$ cat src/rtl/pe_weight_loader_pkg.sv
// Shared parameters, state encoding and helpers for the PE core weight/bias loader.
package pe_weight_loader_pkg;

    localparam int WEIGHT_WIDTH     = 16;
    localparam int BIAS_WIDTH       = 32;
    localparam int PE_NUM_PRE_CORE  = 3;
    localparam int CORE_NUM         = 8;
    localparam int ADDR_WIDTH       = 16;

    localparam int WEIGHTS_PER_CORE = PE_NUM_PRE_CORE * PE_NUM_PRE_CORE;
    localparam int KERNEL_WORDS     = WEIGHTS_PER_CORE + 1;

    localparam int CORE_CNT_W = $clog2(CORE_NUM + 1);
    localparam int CORE_IDX_W = (CORE_NUM > 1) ? $clog2(CORE_NUM) : 1;
    localparam int ELEM_W     = $clog2(KERNEL_WORDS);

    typedef enum logic [1:0] {
        ST_IDLE  = 2'd0,
        ST_READ  = 2'd1,
        ST_DRAIN = 2'd2,
        ST_DONE  = 2'd3
    } state_e;

    function automatic logic [CORE_NUM-1:0] core_onehot(input logic [CORE_IDX_W-1:0] idx);
        logic [CORE_NUM-1:0] oh;
        oh      = '0;
        oh[idx] = 1'b1;
        return oh;
    endfunction

endpackage

$ cat src/rtl/pe_weight_loader_if.sv
// Weight buffer read port plus the broadcast weight/bias bus toward the PE cores.
interface pe_weight_loader_if;
    import pe_weight_loader_pkg::*;

    logic                    rd_en;
    logic [ADDR_WIDTH-1:0]   rd_addr;
    logic [BIAS_WIDTH-1:0]   rd_data;
    logic [WEIGHT_WIDTH-1:0] weight;
    logic [CORE_NUM-1:0]     weight_valid;
    logic [BIAS_WIDTH-1:0]   bias;
    logic [CORE_NUM-1:0]     bias_valid;

    modport master (
        output rd_en, rd_addr, weight, weight_valid, bias, bias_valid,
        input  rd_data
    );

    modport slave (
        input  rd_en, rd_addr, weight, weight_valid, bias, bias_valid,
        output rd_data
    );

endinterface

$ cat src/rtl/pe_weight_loader.sv
// Streams one 3x3 kernel plus bias per PE core out of the weight buffer into the cores.
//
// state    | meaning
// ---------+-----------------------------------------------------------
// ST_IDLE  | waiting for start; counters hold
// ST_READ  | issuing one buffer read per unpaused cycle
// ST_DRAIN | last read's data being delivered to its core
// ST_DONE  | one-cycle completion pulse
module pe_weight_loader
    import pe_weight_loader_pkg::*;
(
    input  logic                  DSP_clk,
    input  logic                  rst_n,
    input  logic                  start,
    input  logic [ADDR_WIDTH-1:0] base_addr,
    input  logic [CORE_CNT_W-1:0] core_cnt,
    input  logic                  pause,
    output logic                  busy,
    output logic                  done,
    pe_weight_loader_if.master    wl
);

    localparam logic [ELEM_W-1:0] ELEM_LAST = ELEM_W'(KERNEL_WORDS - 1);

    state_e                  state_q, state_d;
    logic [ADDR_WIDTH-1:0]   addr_q;
    logic [ELEM_W-1:0]       elem_left_q;
    logic [CORE_IDX_W-1:0]   core_idx_q;
    logic [CORE_IDX_W-1:0]   cores_left_q;

    logic                    tag_issued_q;
    logic                    tag_is_bias_q;
    logic [CORE_IDX_W-1:0]   tag_core_q;

    logic                    issue;
    logic                    load;
    logic [CORE_CNT_W-1:0]   cnt_clamped;

    // Out-of-range counts are clamped so the core index can never leave the array.
    assign cnt_clamped = (core_cnt > CORE_CNT_W'(CORE_NUM)) ? CORE_CNT_W'(CORE_NUM) : core_cnt;
    assign load        = (state_q == ST_IDLE) && start && (core_cnt != '0);

    always_comb begin
        state_d = state_q;
        issue   = 1'b0;
        case (state_q)
            ST_IDLE: begin
                if (start) begin
                    state_d = (core_cnt == '0) ? ST_DONE : ST_READ;
                end
            end
            ST_READ: begin
                if (!pause) begin
                    issue = 1'b1;
                    if ((elem_left_q == '0) && (cores_left_q == '0)) begin
                        state_d = ST_DRAIN;
                    end
                end
            end
            ST_DRAIN: state_d = ST_DONE;
            ST_DONE:  state_d = ST_IDLE;
            default:  state_d = ST_IDLE;
        endcase
    end

    always_ff @(posedge DSP_clk) begin
        if (!rst_n) begin
            state_q       <= ST_IDLE;
            addr_q        <= '0;
            elem_left_q   <= '0;
            core_idx_q    <= '0;
            cores_left_q  <= '0;
            tag_issued_q  <= 1'b0;
            tag_is_bias_q <= 1'b0;
            tag_core_q    <= '0;
        end else begin
            state_q       <= state_d;
            tag_issued_q  <= issue;
            tag_is_bias_q <= (elem_left_q == '0);
            tag_core_q    <= core_idx_q;

            if (load) begin
                addr_q       <= base_addr;
                elem_left_q  <= ELEM_LAST;
                core_idx_q   <= '0;
                cores_left_q <= CORE_IDX_W'(cnt_clamped - CORE_CNT_W'(1));
            end else if (issue) begin
                addr_q <= addr_q + ADDR_WIDTH'(1);
                // elem_left counts down to the bias word, then rolls over to the next core
                if (elem_left_q == '0) begin
                    elem_left_q  <= ELEM_LAST;
                    core_idx_q   <= core_idx_q + CORE_IDX_W'(1);
                    cores_left_q <= cores_left_q - CORE_IDX_W'(1);
                end else begin
                    elem_left_q  <= elem_left_q - ELEM_W'(1);
                end
            end
        end
    end

    assign wl.rd_en        = issue;
    assign wl.rd_addr      = addr_q;
    assign wl.weight       = wl.rd_data[WEIGHT_WIDTH-1:0];
    assign wl.bias         = wl.rd_data;
    assign wl.weight_valid = (tag_issued_q && !tag_is_bias_q) ? core_onehot(tag_core_q) : '0;
    assign wl.bias_valid   = (tag_issued_q &&  tag_is_bias_q) ? core_onehot(tag_core_q) : '0;

    assign busy = (state_q == ST_READ) || (state_q == ST_DRAIN);
    assign done = (state_q == ST_DONE);

endmodule

$ cat src/flat_wrapper.sv
// flat-port wrapper written by rule: the top's interface ports become plain ports
module pe_weight_loader_flat import pe_weight_loader_pkg::*;
  (DSP_clk, rst_n, start, base_addr, core_cnt, pause, busy, done, wl_rd_en, wl_rd_addr, wl_weight, wl_weight_valid, wl_bias, wl_bias_valid, wl_rd_data);
  pe_weight_loader_if wl_i ();
  input  logic DSP_clk;
  input  logic rst_n;
  input  logic start;
  input  logic [ADDR_WIDTH-1:0] base_addr;
  input  logic [CORE_CNT_W-1:0] core_cnt;
  input  logic pause;
  output logic busy;
  output logic done;
  output wire logic [$bits(wl_i.rd_en)-1:0] wl_rd_en;
  output wire logic [$bits(wl_i.rd_addr)-1:0] wl_rd_addr;
  output wire logic [$bits(wl_i.weight)-1:0] wl_weight;
  output wire logic [$bits(wl_i.weight_valid)-1:0] wl_weight_valid;
  output wire logic [$bits(wl_i.bias)-1:0] wl_bias;
  output wire logic [$bits(wl_i.bias_valid)-1:0] wl_bias_valid;
  input wire logic [$bits(wl_i.rd_data)-1:0] wl_rd_data;
  assign wl_rd_en = wl_i.rd_en;
  assign wl_rd_addr = wl_i.rd_addr;
  assign wl_weight = wl_i.weight;
  assign wl_weight_valid = wl_i.weight_valid;
  assign wl_bias = wl_i.bias;
  assign wl_bias_valid = wl_i.bias_valid;
  assign wl_i.rd_data = wl_rd_data;
  pe_weight_loader u_core (.DSP_clk(DSP_clk), .rst_n(rst_n), .start(start), .base_addr(base_addr), .core_cnt(core_cnt), .pause(pause), .busy(busy), .done(done), .wl(wl_i));
endmodule
$ cat config.mk
export PLATFORM = sky130hd
export DESIGN_NAME = pe_weight_loader_flat
export DESIGN_NICKNAME = d
export VERILOG_FILES = /design/src/rtl/pe_weight_loader_pkg.sv /design/src/rtl/pe_weight_loader_if.sv /design/src/rtl/pe_weight_loader.sv /design/src/flat_wrapper.sv
export SDC_FILE = /design/constraint.sdc
export NUM_CORES = 1
export LEC_CHECK = 0
export CAP_MARGIN = 10
export CORE_MARGIN = 3
export CORE_UTILIZATION = 39
export DETAILED_ROUTE_END_ITERATION = 8
export GPL_ROUTABILITY_DRIVEN = 0
export GPL_TIMING_DRIVEN = 1
export PLACE_DENSITY = 0.9
export SYNTH_ARGS = -nofsm -noshare
export SYNTH_HDL_FRONTEND = slang
export SYNTH_SLANG_ARGS = --single-unit
$ cat constraint.sdc
create_clock -name DSP_clk -period 4.9 [get_ports DSP_clk]
set_input_delay 0.98 -clock DSP_clk [delete_from_list [all_inputs] [get_ports DSP_clk]]
set_output_delay 0.98 -clock DSP_clk [all_outputs]
set_load 0.02 [all_outputs]
==> qor.yml <==
setup_tns_ns: 0
via_per_inst: 5.34
start_kind: "primary input"
synth_top_area_share_pct: 31.0
tightest_slew_ns: 0.577
port_buffers: 58
antenna_found_initial: 0
drt-pass1-iter-count: 5
clk_pin_slew_ns: 0.07
final_util_pct: 48.3
nets: 333
arrival_ns: 2.66
crit_top_cell: "clkdlybuf4s50_1"
diodes: 0
num_rows: 26
fin_worst_skew_ns: 0.00114
yosysWarnings: 0
synth_top_cells_by_area: "dfxtp_1 (31%), buf_4 (17%), xor2_1 (5.8%)"
place_hpwl_um: 3600
ios: 139
synthToLayoutAreaGrowth_pct: 17.8
cts_buffers: 5
ys_ff_latch: 33
hold_slack_ns: 0.492
cap_violations: 0
status: "completed"
drc: 0
cts_resized: 0
placed_area_um2: 2410
wire_per_inst_um: 14.7
antenna_left: 0
slew_headroom_pct: 61.4
wirelength_um: 5010
vias: 1815
cp-end-kind: "primary output"
clock-sinks: 33
power_leakage_nw: 0.883
crit_path_top_delay_cell: "clkdlybuf4s50_1"
rsz0062_at_grt: "false"
syn_area_per_cell_um2: 8.23
cts_tree: "built"
grt.total_usage_pct: 15.4
crit_chain: "clkdlybuf4s50_1 -> nand2b_1 -> clkinv_1 -> clkdlybuf4s50_1"
timing.fmax_mhz: 275
clkLatencyLatePin_ns: 0.28
ir_worst_vdd_uv: 356
die_h_um: 79.9
core-area_um2: 5200
power.density_nw_per_um2: 457
cts_htree_levels: 2
dieArea_um2: 6390
grt_pass1_wl_um: 7980
ctsLongestPathBuffers: 2
drive_gt1_share_pct: 5.19
finalMaxSlewViolations: 0
cp.required_ns: 3.92
syn_nets: 323
hp-class: "flop to flop"
hold_violations: 0
post_synth_num_cell_types: 42
final_area_um2: 2510
setup_violations: 0
cts_root_buf: "clkbuf_8"
crit_type: "primary input to primary output"
gr-total-overflow: 0
ys_seq_area_share_pct: 31.0
slowest_delay_ns: 0.61
drtIter0Drc: 73
syn-cell-area_um2: 2130
critPathMaxFanout: 7
grt_pass1_vias: 1761
grt_start_max_net_pins: 36
post-cts-setup-buffers: 0
finalCritPeriodShare_pct: 74.2
start_util_pct: 41.0
die_w_um: 79.9
cts_hold_buf: 0
fin_crit_ns: 3.64
synthCells: 259
yosys.area.top_type: "dfxtp_1"
-- per-layer routing --
| metal | track usage (%) | part of all wire, % |
|---|---|---|
| met4 | 7.09 | 2.7 |
| met5 | 0 | 0 |
| met2 | 26.4 | 50 |
| met3 | 4.74 | 7.0 |
| met1 | 17.3 | 40 |
-- synth_stat cells, drive strengths merged --
library cell,instances
and2,5
or4,3
or2,1
nand2b,4
and3b,2
and4,3
and4b,2
nor4b,1
nand3,8
clkinv,1
o32ai,1
inv,3
a211oi,7
nand3b,3
buf,53
a31oi,2
dfxtp,33
and3,1
clkbuf,3
or3b,1
nand2,16
ha,8
o22ai,1
nor3,4
o2bb2ai,1
or3,3
nor3b,1
xor2,14
a21oi,15
o21ai,15
a21boi,1
nand4,9
a311oi,3
nor4,2
mux2i,1
xnor2,2
nor2,26
-- cell usage in the layout, fill, tap and decap left out, types with 2 or more instances in the layout --
master / count
clkdlybuf4s50_1: 58
nand2b_1: 4
nand2_1: 16
clkbuf_8: 7
nand3_1: 8
nor2_1: 26
and3b_1: 2
ha_1: 8
or3_1: 3
dfxtp_1: 33
xnor2_1: 2
o21ai_0: 13
and4b_1: 2
or4_1: 2
and4_1: 3
nand4_1: 9
a311oi_1: 3
a211oi_1: 7
nor3_1: 4
and2_1: 5
nand3b_1: 3
a21oi_1: 15
inv_1: 3
a31oi_1: 2
xor2_1: 14
-- power by group --
| group | internal [mW] | switching (mW) |
|---|---|---|
| Combinational | 0.229 | 0.265 |
| Sequential | 0.342 | 0.0849 |
| Clock | 0.127 | 0.100 |
| Total | 0.698 | 0.450 |
-- flip-flops by register name (all words and copies together) (netlist names) --
signal / count
u_core.core_idx_q: 3
u_core.cores_left_q: 3
u_core.elem_left_q: 4
u_core.state_q: 2
u_core.tag_core_q: 3
u_core.tag_is_bias_q: 1
u_core.tag_issued_q: 1
u_core.wl.rd_addr: 16
-- layout make-up --
type / count / area, um^2
Multi-Input combinational cell: 166 / 1060
Tap cell: 70 / 87.6
Sequential cell: 33 / 661
Clock buffer: 7 / 96.3
Inverter: 4 / 15.0
Timing Repair Buffer: 59 / 588
Fill cell: 492 / 2690
Clock inverter: 1 / 5.00
-- final timing paths --
path	start	endpoint	slack, ns	cells past startpoint
max	pause	wl_rd_en	1.26	4
min	u_core.core_idx_q[1]$_SDFFE_PP0P_	u_core.core_idx_q[1]$_SDFFE_PP0P_	0.49	2
max reg2reg	u_core.state_q[0]$_SDFFE_PN0P_	u_core.wl.rd_addr[15]$_SDFFE_PN0P_	2.91	7
min reg2reg	u_core.core_idx_q[1]$_SDFFE_PP0P_	u_core.core_idx_q[1]$_SDFFE_PP0P_	0.49	2
-- cells by family (layout without fill, tap and decap cells) --
logic type | count (synthesis) | count (layout) | share of synthesized area, %
XOR/XNOR | 16 | 16 | 6.57
multiplexers | 1 | 1 | 0.470
flip-flops | 33 | 33 | 31.0
AND/OR/NAND/NOR | 95 | 95 | 25.0
adder cells (fa/ha/maj) | 8 | 8 | 4.70
buffers and inverters | 60 | 71 | 19.3
AO/OA/AOI/OAI | 46 | 46 | 13.0
-- critical path: cells and delay by family --
| kind | cells | cell delay [ns] |
|---|---|---|
| buf+inv | 3 | 1.43 |
| simple gates | 1 | 0.24 |
-- stage by stage --
stage          setup WS [ns]  std cells  power [mW]
2_1_floorplan           2.43        259       0.787
3_3_place_gp            1.34        332       0.900
3_5_place_dp            1.28        332       0.916
4_1_cts                 1.27        340        1.15
5_1_grt                 1.16        340        1.22
6_report                1.26        340        1.15
Note: power is estimated with default switching activity, not from simulation.
